File: src/rtl/seq_scan_pkg.sv
// ============================================================================
// Module      : seq_scan_pkg
// Description : Shared types and helpers for the "100" sequence-scan
//               controller. Holds the FSM state enum, the default
//               word/counter widths and the saturating-increment helper.
// Revision    : 1.0 - initial release
// ============================================================================
`default_nettype none

package seq_scan_pkg;

   localparam int DEF_WIDTH = 16;
   localparam int DEF_CNT_W = 5;

   typedef enum logic [2:0] {
      ST_IDLE   = 3'd0,
      ST_CLEAR  = 3'd1,
      ST_SHIFT  = 3'd2,
      ST_DRAIN  = 3'd3,
      ST_REPORT = 3'd4
   } state_t;

   // Increment value by one, sticking at the all-ones value of a width-bit field.
   function automatic logic [31:0] sat_inc(input logic [31:0] value, input int width);
      logic [31:0] max_v;
      max_v = (width >= 32) ? 32'hFFFF_FFFF : ((32'd1 << width) - 32'd1);
      return (value >= max_v) ? max_v : (value + 32'd1);
   endfunction

endpackage

`default_nettype wire

File: src/rtl/seq_scan_shifter.sv
// ============================================================================
// Module      : seq_scan_shifter
// Description : Parallel-in / serial-out shift register with a down-counting
//               bit counter. Flags the cycle in which the final bit of the
//               word is presented. Build option SEQ_SCAN_LSB_FIRST_EN selects
//               LSB-first (shift right) instead of the default MSB-first.
// Revision    : 1.0 - initial release
// ============================================================================
`default_nettype none

module seq_scan_shifter
   import seq_scan_pkg::*;
#(
   parameter int WIDTH = DEF_WIDTH
) (
   input  logic             clk,
   input  logic             reset,
   input  logic             load,
   input  logic [WIDTH-1:0] data,
   input  logic             start,
   input  logic             shift_en,
   output logic             serial_bit,
   output logic             last
);

   localparam int BW = (WIDTH > 1) ? $clog2(WIDTH) : 1;

   logic [WIDTH-1:0] r_shreg;
   logic [BW-1:0]    r_bitcnt;
   logic [WIDTH-1:0] w_shifted;

`ifdef SEQ_SCAN_LSB_FIRST_EN
   assign serial_bit = r_shreg[0];
   assign w_shifted  = {1'b0, r_shreg[WIDTH-1:1]};
`else
   assign serial_bit = r_shreg[WIDTH-1];
   assign w_shifted  = {r_shreg[WIDTH-2:0], 1'b0};
`endif

   // Capture a new word or advance it by one bit position.
   always_ff @(posedge clk or negedge reset) begin
      if (!reset) begin
         r_shreg <= '0;
      end else if (load) begin
         r_shreg <= data;
      end else if (shift_en) begin
         r_shreg <= w_shifted;
      end
   end

   // Count remaining bits; reaching zero marks the final bit on the line.
   always_ff @(posedge clk or negedge reset) begin
      if (!reset) begin
         r_bitcnt <= '0;
      end else if (start) begin
         r_bitcnt <= BW'(WIDTH - 1);
      end else if (shift_en && (r_bitcnt != '0)) begin
         r_bitcnt <= r_bitcnt - BW'(1);
      end
   end

   assign last = (r_bitcnt == '0);

endmodule

`default_nettype wire

File: src/rtl/seq_scan_ctrl.sv
// ============================================================================
// Module      : seq_scan_ctrl
// Description : Accepts a word over valid/ready, clears the external "100"
//               analyzer, streams the word into it one bit per cycle, counts
//               the analyzer's match pulses (saturating) and returns the count
//               over a result valid/ready handshake. Latency WIDTH+2 cycles.
//               Build option SEQ_SCAN_LSB_FIRST_EN sends the word LSB first.
// Revision    : 1.0 - initial release
// ============================================================================
`default_nettype none

module seq_scan_ctrl
   import seq_scan_pkg::*;
#(
   parameter int WIDTH = DEF_WIDTH,
   parameter int CNT_W = DEF_CNT_W
) (
   input  logic             clk,
   input  logic             reset,
   input  logic             in_valid,
   output logic             in_ready,
   input  logic [WIDTH-1:0] in_data,
   output logic             res_valid,
   input  logic             res_ready,
   output logic [CNT_W-1:0] res_count,
   output logic             sd_clear,
   output logic             sd_serial,
   input  logic             sd_hit
);

   state_t           r_state;
   state_t           w_next;
   logic [CNT_W-1:0] r_count;

   logic w_load;
   logic w_start;
   logic w_shift_en;
   logic w_cnt_clr;
   logic w_cnt_en;
   logic w_serial_bit;
   logic w_last;

   seq_scan_shifter #(
      .WIDTH (WIDTH)
   ) u_shifter (
      .clk        (clk),
      .reset      (reset),
      .load       (w_load),
      .data       (in_data),
      .start      (w_start),
      .shift_en   (w_shift_en),
      .serial_bit (w_serial_bit),
      .last       (w_last)
   );

   // State register.
   always_ff @(posedge clk or negedge reset) begin
      if (!reset) begin
         r_state <= ST_IDLE;
      end else begin
         r_state <= w_next;
      end
   end

   // Next-state and Moore outputs; the analyzer stays parked while idle.
   always_comb begin
      w_next     = r_state;
      in_ready   = 1'b0;
      res_valid  = 1'b0;
      sd_clear   = 1'b0;
      w_load     = 1'b0;
      w_start    = 1'b0;
      w_shift_en = 1'b0;
      w_cnt_clr  = 1'b0;
      w_cnt_en   = 1'b0;
      case (r_state)
         ST_IDLE: begin
            in_ready = 1'b1;
            sd_clear = 1'b1;
            if (in_valid) begin
               w_load    = 1'b1;
               w_cnt_clr = 1'b1;
               w_next    = ST_CLEAR;
            end
         end
         ST_CLEAR: begin
            sd_clear = 1'b1;
            w_start  = 1'b1;
            w_next   = ST_SHIFT;
         end
         ST_SHIFT: begin
            w_shift_en = 1'b1;
            w_cnt_en   = 1'b1;
            if (w_last) begin
               w_next = ST_DRAIN;
            end
         end
         ST_DRAIN: begin
            w_cnt_en = 1'b1;
            w_next   = ST_REPORT;
         end
         ST_REPORT: begin
            res_valid = 1'b1;
            if (res_ready) begin
               w_next = ST_IDLE;
            end
         end
         default: begin
            w_next = ST_IDLE;
         end
      endcase
   end

   assign sd_serial = (r_state == ST_SHIFT) && w_serial_bit;

   // Match counter; hits are one cycle late, so DRAIN picks up the last bit's hit.
   always_ff @(posedge clk or negedge reset) begin
      if (!reset) begin
         r_count <= '0;
      end else if (w_cnt_clr) begin
         r_count <= '0;
      end else if (w_cnt_en && sd_hit) begin
         r_count <= CNT_W'(sat_inc(32'(r_count), CNT_W));
      end
   end

   assign res_count = r_count;

endmodule

`default_nettype wire

File: config.mk
export PLATFORM = sky130hd
export DESIGN_NAME = seq_scan_ctrl
export DESIGN_NICKNAME = d
export VERILOG_FILES = /design/src/rtl/seq_scan_pkg.sv /design/src/rtl/seq_scan_shifter.sv /design/src/rtl/seq_scan_ctrl.sv
export SDC_FILE = /design/constraint.sdc
export NUM_CORES = 1
export LEC_CHECK = 0
export BUFFER_PORTS_ARGS = -buffer_cell sky130_fd_sc_hd__buf_2
export CAP_MARGIN = 10
export CORE_MARGIN = 2
export CORE_UTILIZATION = 35
export DETAILED_ROUTE_END_ITERATION = 6
export PLACE_DENSITY_LB_ADDON = 0.3
export SLEW_MARGIN = 40
export SYNTH_ARGS = -nofsm -noshare
export SYNTH_HDL_FRONTEND = slang
export SYNTH_SLANG_ARGS = --single-unit
File: constraint.sdc
create_clock -name clk -period 2.1 [get_ports clk]
set_input_delay 0.42 -clock clk [delete_from_list [all_inputs] [get_ports clk]]
set_output_delay 0.42 -clock clk [all_outputs]
set_load 0.1 [all_outputs]
==> impl_metrics.tcl <==
set metrics [dict create \
    max_freq_mhz 497 \
    grtUsageTotal_pct 14.4 \
    cp-start-kind "flip-flop" \
    antenna_found_initial 0 \
    period_minus_slack_ps 2010 \
    portBuffers 29 \
    core_um2 3940 \
    relSlewSlack_pct 58.9 \
    grt_pass1_vias 1137 \
    critPathKind "reg2out" \
    postRouteAntennaNets 0 \
    cts_max_level 1 \
    layout_setup_ws_ps 86.2 \
    vias 1178 \
    slew_viol_final 0 \
    final_nets 194 \
    die_w_um 67.6 \
    yosysUniqueCellTypes 37 \
    cts_tree "built" \
    p_leak_nw 0.802 \
    slowest_delay_ps 610 \
    drive_above_1_share_pct 25.4 \
    synth_nets 167 \
    synthFlopType "dfrtp_1" \
    finalCritPeriodShare_pct 95.9 \
    viasPerCell 5.38 \
    die-area_um2 4570 \
    setup_viol 0 \
    status "completed" \
    post_cts_buffers 0 \
    cellPowerDensity_nw_per_um2 1840 \
    drc_errors 0 \
    syn_avg_cell_area_um2 9.90 \
    critical_path.slowest_cell "dfrtp_1" \
    grt_pass1_wl_um 5040 \
    hpwl_um 2100 \
    peakVddDrop_mv 1.00 \
    end_kind "primary output" \
    hold_viol_final 0 \
    root_buffer "clkbuf_8" \
    cts_resized 0 \
    power_mw 3.10 \
    worstPathArrival_ps 1590 \
    synth_edf_count 0 \
    start_util_pct 35.9 \
    areaGrowthSynthToFinish_pct 18.6 \
    firstDrtPassIters 4 \
    overflow 0 \
    ys_seq_elements 28 \
    dpl_worst_slack_ps 399 \
    critPathMaxFanout 12 \
    synthCells 143 \
    yosysWarningCount 0 \
    avgRoutedWirePerCell_um 13.7 \
    async_flop_share_pct 100 \
    timing.critical_path.buf_inv 1 \
    setup_tns_ps 0 \
    antennaDiodeCount 0 \
    maxCapViolCount 0 \
    rows 23 \
    synth.cell_area_um2 1420 \
    cp_cell_sequence "nor3b_2 > buf_2" \
    drt-total-wl_um 3000 \
    first_iter_violations 69 \
    pin_count 30 \
    fillers 388 \
    grt_max_degree 29 \
    die_y_um 67.6 \
    grt_setup_unrepaired "no" \
    cts_hold_buf 0 \
    path_clk_slew_ps 100 \
    clkLatencyLatePin_ps 270 \
    clockBufferDepth 2 \
    hp-class "in2async" \
    crit_family "flip-flops" \
    cts_buffers 3 \
    clock_sinks 28 \
    finClkSkew_ps 3.37 \
    yosysSeqAreaShare_pct 49.5 \
    worstMarginPinSlew_ps 617 \
    required_ps 1680 \
    gp_congestion 0.727 \
]
-- where the power goes --
group          internal (mW)  switching, mW
Sequential             0.793          0.260
Combinational          0.493           1.13
Clock                  0.255          0.165
-- cells in the mapped netlist, types with 3 or more instances --
cell type	n	share of area (%)
dfrtp_1	28	49
inv_1	4	1.1
nand3_1	16	5.7
o21ai_0	4	1.4
nor3b_1	3	1.6
nor2_1	7	1.9
a31oi_1	3	1.3
ha_1	3	2.7
buf_2	5	1.8
nand2_1	19	5.0
a21oi_1	7	2.5
a22oi_1	14	7.4
-- registers in the layout (all words and copies together), names as in the netlist --
signal	flops
r_state	3
res_count	5
u_shifter.r_bitcnt	4
u_shifter.r_shreg	16
-- cell families (layout without fill, tap and decap cells) --
group,count (synthesis),in the layout,share of synthesized area (%)
adder cells (fa/ha/maj),3,3,2.65
AO/OA/AOI/OAI,35,35,17.0
multiplexers,1,1,0.707
buffers and inverters,14,40,5.74
flip-flops,28,28,49.5
XOR/XNOR,1,1,0.618
AND/OR/NAND/NOR,61,61,23.9
-- layout by cell type, fill, tap and decap left out, types with 2 or more instances in the layout --
cell	Yosys	routed
nor3b_1	3	2
o311ai_1	2	2
nor3b_2	1	2
nor2_1	7	6
a31oi_1	3	3
nand3_1	16	16
o21ai_0	4	4
a22oi_1	14	14
a21oi_1	7	7
ha_1	3	3
buf_2	5	28
inv_1	4	4
nand2_1	19	19
clkbuf_8	0	3
dfrtp_1	28	28
buf_4	2	3
or3_1	2	2
-- per-layer routing --
| metal | vias up | global-route usage [%] | part of all wire, % |
|---|---|---|---|
| met2 | 29 | 26.1 | 52 |
| met3 | 2 | 2.17 | 4.2 |
| met4 | 0 | 3.83 | 0.60 |
| met5 | - | 0 | 0 |
| met1 | 571 | 17.8 | 43 |
| li1 | 576 | - | - |
-- through the flow --
stage / hold WS, ps / cells / cell area [µm²] / util, %
2_1_floorplan: 124 / 143 / 1430 / -
3_3_place_gp: 463 / 215 / 1610 / 40.8
3_5_place_dp: 475 / 215 / 1610 / 40.8
4_1_cts: 173 / 219 / 1680 / 42.6
5_1_grt: 197 / 219 / 1680 / 42.6
6_report: 150 / 219 / 1680 / 42.6
-- layout make-up --
type | count | area, µm² | share of cell area (%)
inverter | 4 | 15.0 | 0.894
multi-input combinational | 101 | 648 | 38.6
tap | 50 | 62.6 | 3.72
clock buffer | 3 | 41.3 | 2.46
clock inverter | 1 | 30.0 | 1.79
timing repair buffer | 32 | 183 | 10.9
sequential | 28 | 701 | 41.7
-- path summary, 6_finish.rpt --
check	cells after the start	from	end	slack, ps
setup / recovery	2	r_state[2]	res_valid	90
hold / removal	1	reset	u_shifter.r_shreg[6]	150
setup reg to reg	3	r_state[1]	u_shifter.r_bitcnt[3]	410
hold reg to reg	2	u_shifter.r_shreg[15]	u_shifter.r_shreg[15]	500
max in group asynchronous	1	reset	r_state[2]	1550
min in group clk	3	in_data[0]	u_shifter.r_shreg[0]	340
(Power assumes the default switching activity.)
